<file path="config.mk">
export PLATFORM = sky130hd
export DESIGN_NAME = display_controller_param
export DESIGN_NICKNAME = d
export VERILOG_FILES = /design/src/rtl/display_controller_param.sv
export SDC_FILE = /design/constraint.sdc
export NUM_CORES = 1
export LEC_CHECK = 0
export CORE_MARGIN = 1.5
export CORE_UTILIZATION = 49
export DETAILED_ROUTE_END_ITERATION = 16
export PLACE_DENSITY = 0.84
export SYNTH_ARGS = -nofsm -noshare
export SYNTH_HDL_FRONTEND = slang
export SYNTH_SLANG_ARGS = --single-unit
</file>
<file path="constraint.sdc">
create_clock -name clk -period 2.2 [get_ports clk]
set_input_delay 0.44 -clock clk [delete_from_list [all_inputs] [get_ports clk]]
set_output_delay 0.44 -clock clk [all_outputs]
set_load 0.1 [all_outputs]
</file>
<file path="src/rtl/display_controller_param.sv">
// Parametrised N-digit hex display controller: double-buffered digits with
// per-digit blank/blink masks, a free-running blink timebase and lamp test.
module display_controller_param #(
    parameter int NUM_DIGITS = 16,
    parameter int BLINK_HALF = 13_500_000,
    parameter int CNT_W      = $clog2(BLINK_HALF)
) (
    input  logic                    clk,
    input  logic                    reset,
    input  logic                    load,
    input  logic [4*NUM_DIGITS-1:0] display_data,
    input  logic [NUM_DIGITS-1:0]   blink_mask,
    input  logic [NUM_DIGITS-1:0]   blank_mask,
    input  logic                    blink_restart,
    input  logic                    lamp_test,
    output logic [4*NUM_DIGITS-1:0] my_hex_data,
    output logic [NUM_DIGITS-1:0]   digit_en,
    output logic                    blink_phase
);

    localparam logic [CNT_W-1:0] CNT_MAX = CNT_W'(BLINK_HALF - 1);

    logic [4*NUM_DIGITS-1:0] r_shadowData;
    logic [NUM_DIGITS-1:0]   r_shadowBlink;
    logic [NUM_DIGITS-1:0]   r_shadowBlank;
    logic [CNT_W-1:0]        r_blinkCnt;
    logic                    r_blinkPhase;
    logic [4*NUM_DIGITS-1:0] r_hexData;
    logic [NUM_DIGITS-1:0]   r_digitEn;
    logic [4*NUM_DIGITS-1:0] w_hexData;
    logic [NUM_DIGITS-1:0]   w_digitEn;

    // Shadows only change on load, so the FSM can update inputs freely in between.
    always_ff @(posedge clk or negedge reset) begin
        if (!reset) begin
            r_shadowData  <= '0;
            r_shadowBlink <= '0;
            r_shadowBlank <= '0;
        end else if (load) begin
            r_shadowData  <= display_data;
            r_shadowBlink <= blink_mask;
            r_shadowBlank <= blank_mask;
        end
    end

    // Restart wins over a coincident wrap so the visible half always starts fresh.
    always_ff @(posedge clk or negedge reset) begin
        if (!reset) begin
            r_blinkCnt   <= '0;
            r_blinkPhase <= 1'b1;
        end else if (blink_restart) begin
            r_blinkCnt   <= '0;
            r_blinkPhase <= 1'b1;
        end else if (r_blinkCnt == CNT_MAX) begin
            r_blinkCnt   <= '0;
            r_blinkPhase <= ~r_blinkPhase;
        end else begin
            r_blinkCnt   <= r_blinkCnt + CNT_W'(1);
        end
    end

    always_comb begin
        w_digitEn = '0;
        w_hexData = '0;
        if (lamp_test) begin
            w_digitEn = '1;
            w_hexData = {NUM_DIGITS{4'h8}};
        end else begin
            for (int i = 0; i < NUM_DIGITS; i++) begin
                w_digitEn[i]        = ~r_shadowBlank[i] & (~r_shadowBlink[i] | r_blinkPhase);
                w_hexData[4*i +: 4] = w_digitEn[i] ? r_shadowData[4*i +: 4] : 4'h0;
            end
        end
    end

    always_ff @(posedge clk or negedge reset) begin
        if (!reset) begin
            r_hexData <= '0;
            r_digitEn <= '0;
        end else begin
            r_hexData <= w_hexData;
            r_digitEn <= w_digitEn;
        end
    end

    assign my_hex_data = r_hexData;
    assign digit_en    = r_digitEn;
    assign blink_phase = r_blinkPhase;

endmodule

</file>
==> flow_summary_export.csv <==
group,metric,value,unit
outcome,status,"finished, final reports clean",
synthesis,async_flop_share,100,%
routing,drtIter0Drc,196,
setup_path,critPathArrivalTime,2.31,ns
sta,relSlewSlack,63.5,%
routing,drc,0,
place,dp_slack,0.323,ns
power_and_ir_drop,p_sw,0.00261,W
routing,final_antenna_net_count,0,
synthesis,yosys.cell_count.top_type,"dfrtp_1",
synthesis,yosysWarnings,0,
power_and_ir_drop,power.density,931,nW/um^2
clock_network,path_clk_slew,0.06,ns
sta,period_needed,1.89,ns
synthesis,syn_inst,536,
synthesis,synth.distinct_cells,37,
synthesis,yosysTopAreaCellShare,66.4,%
power_and_ir_drop,clockPowerShare,39.0,%
setup_path,crit_chain,"nand3_2, or4_4, or4_1, a21oi_1",
hold_path,whs_path_depth,2,
synthesis,ys_seq_area_share,66.8,%
sta,worst_pin_slew,0.548,ns
setup_path,worstSetupPathType,"flip-flop to flip-flop",
power_and_ir_drop,intPower,0.00686,W
global_route,grtUsageTotal,20.1,%
die,row_count,45,
clock_network,tritoncts,"built",
global_route,antenna_found_initial,0,
die,core_area,15100,um^2
synthesis,synth_common_cells,"dfrtp_1, mux2_2, and2_1",
global_route,grt_max_degree,69,
sta,post-route-period-util,86.1,%
global_route,grt_pass1_vias,5095,
power_and_ir_drop,comb_power_share,17.6,%
setup_path,reg2reg_slack,0.31,ns
synthesis,synth_edf_count,0,
power_and_ir_drop,irDropWorstVdd,819,uV
setup_path,path_max_fanout,13,
hold_path,holdPathEnd,"my_hex_data[51]$_DFF_PN0_",
sta,report.final.slew_viol_count,0,
setup_path,worst_setup_path_end_kind,"flip-flop",
die,start_util,49.9,%
routing,totalWireLength,16300,um
clock_network,worst_skew_pair.late_latency,0.49,ns
sta,skew,0.00550,ns
synthesis,synth.avg_cell_area,14.1,um^2
setup_path,critPathRequiredTime,2.61,ns
synthesis,synth_area,7530,um^2
synthesis,synth-main-ff-cell,"dfrtp_1",
routing,vias,4825,
setup_path,r2r_end,"r_blinkCnt[23]$_DFF_PN0_",
die,die_h,127,um
setup_path,critPathSlowestCell,"or4_4",
sta,finalSetupTns,0,ns
sta,hold_viol,0,
synthesis,synthTopCellsByArea,"dfrtp_1, mux2_2, and2_1",
setup_path,r2r_cells,4,
global_route,overflow,0,
synthesis,yosysTopAreaCell,"dfrtp_1",
finish,seqCellArea,5030,um^2
synthesis,synth_fp_nets,638,
power_and_ir_drop,netSwitchingFraction,27.5,%
die,die_w,127,um
routing,via_per_inst,5.17,
setup_path,reg2reg_from,"r_blinkCnt[5]$_DFF_PN0_",
flow_run,max_cap_viol_count,0,
finish,multi_input_area,2390,um^2
clock_network,cts_buffers,21,
finish,area_growth,35.0,%
sta,rsz0062_at_grt,"no",
clock_network,clock-root-buffer,"clkbuf_16",
global_route,grt_pass1_wl,25700,um
place,routabilityCongestion,0.790,
clock_network,cts_max_path_buffers,3,
clock_network,cts.sinks,201,
finish,n_antenna_cell,0,
power_and_ir_drop,sequentialPowerShare,43.4,%
setup_path,startpoint_type,"flip-flop",
sta,fmax,528,MHz
hold_path,hold_class,"input pin to flip-flop",
place,io_buffer_count,181,
finish,fillers,1083,
die,ios,182,
routing,firstDrtPassIters,5,
finish,drive_gt1_share,32.6,%
synthesis,ys_seq_elements,201,
clock_network,cts_setup_buffers,0,
place,dp_hpwl,11400,um
clock_network,cts_hold_buf,1,
sta,setup_viol,0,
setup_path,cp.buffers_inverters,0,
hold_path,hp-start,"lamp_test",
sta,fin_ws,0.307,ns
die,fp.dieArea,16100,um^2
clock_network,cts_resized,0,
setup_path,slowest_delay,0.61,ns
routing,wire_per_inst,17.4,um
clock_network,cts.htree.levels,1,
finish,finalNetCount,834,
power_and_ir_drop,p_leak,4.55,nW
setup_path,cp_top_family,"simple AND/OR/NAND/NOR gates",
area by class of cell:
cell class | count | share of cell area, %
inverter | 6 | 0.221
multi-input combinational | 308 | 23.5
clock inverter | 6 | 1.32
tap | 188 | 2.31
timing repair buffer | 194 | 17.4
clock buffer | 30 | 5.79
sequential | 201 | 49.5
state kept, by name, summed over array words and instances, names as in the netlist:
signal / count
blink_phase: 1
digit_en: 16
r_shadowBlank: 16
my_hex_data: 64
r_blinkCnt: 24
r_shadowBlink: 16
r_shadowData: 64
per-stage QoR:
stage	std cells	power, W	util [%]	hold slack, ns	instance area (um^2)
after global placement	896	0.00579	62.5	0.454	9440
after detailed placement	896	0.00585	62.5	0.460	9440
final	933	0.00947	67.4	0.461	10200
after floorplan	536	0.00526	-	0.144	7530
after global routing	933	0.00980	67.4	0.463	10200
after CTS	933	0.00957	67.4	0.442	10200
worst max-delay path by stage:
stage,depth (start not counted),slack (ns),from,end
after detailed placement,4,0.32,r_blinkCnt[5]$_DFF_PN0_,r_blinkCnt[23]$_DFF_PN0_
final,4,0.31,r_blinkCnt[5]$_DFF_PN0_,r_blinkCnt[23]$_DFF_PN0_
after global routing,5,0.20,r_blinkCnt[0]$_DFF_PN0_,r_blinkCnt[22]$_DFF_PN0_
after floorplan,5,0.26,blink_phase$_DFFE_PN1P_,my_hex_data[24]$_DFF_PN0_
after global placement,4,0.38,r_blinkCnt[5]$_DFF_PN0_,r_blinkCnt[23]$_DFF_PN0_
after CTS,4,0.31,r_blinkCnt[5]$_DFF_PN0_,r_blinkCnt[23]$_DFF_PN0_
power by group through the flow:
stage	clock (W)	combinational (W)	sequential [W]
finish	0.00369	0.00166	0.00411
global route	0.00392	0.00174	0.00414
CTS	0.00378	0.00168	0.00411
detailed placement	0	0.00167	0.00418
global placement	0	0.00164	0.00415
floorplan	0	0.000350	0.00491
metal layers:
metal | share of wire (%) | GRT usage [%]
met4 | 2.9 | 6.02
met3 | 6.4 | 5.07
met2 | 50 | 34.3
met1 | 41 | 25.4
met5 | 0 | 0
cells by family after synthesis:
family / synth area share, %
AO/OA/AOI/OAI: 4.29
XOR/XNOR: 1.40
adder cells (fa/ha/maj): 0.166
buffers and inverters: 1.48
flip-flops: 66.8
multiplexers: 14.5
AND/OR/NAND/NOR: 11.4
worst reg2reg max path, stage by stage (launching register included):
cell and delay [ns]:
dfrtp_1 0.45, nand3_2 0.12, or4_4 0.61, or4_1 0.49, a21oi_1 0.15
layout by cell type (no fill, tap or decap), drive strengths merged, types with 5 or more instances in the layout:
master / Yosys / routed
dfrtp: 200 / 200
and2: 48 / 48
nand2: 11 / 11
clkdlybuf4s50: 0 / 97
xnor2: 6 / 6
or2: 16 / 16
nor2b: 16 / 16
nand4: 7 / 7
inv: 5 / 6
a21o: 16 / 16
nand3: 6 / 6
o31ai: 5 / 5
nor2: 17 / 17
clkbuf: 14 / 31
or4: 5 / 5
xor2: 6 / 6
mux2: 96 / 96
a21oi: 26 / 26
buf: 7 / 95
o21ai: 6 / 6
or3: 7 / 7
Note: power is estimated with default switching activity, not from simulation.
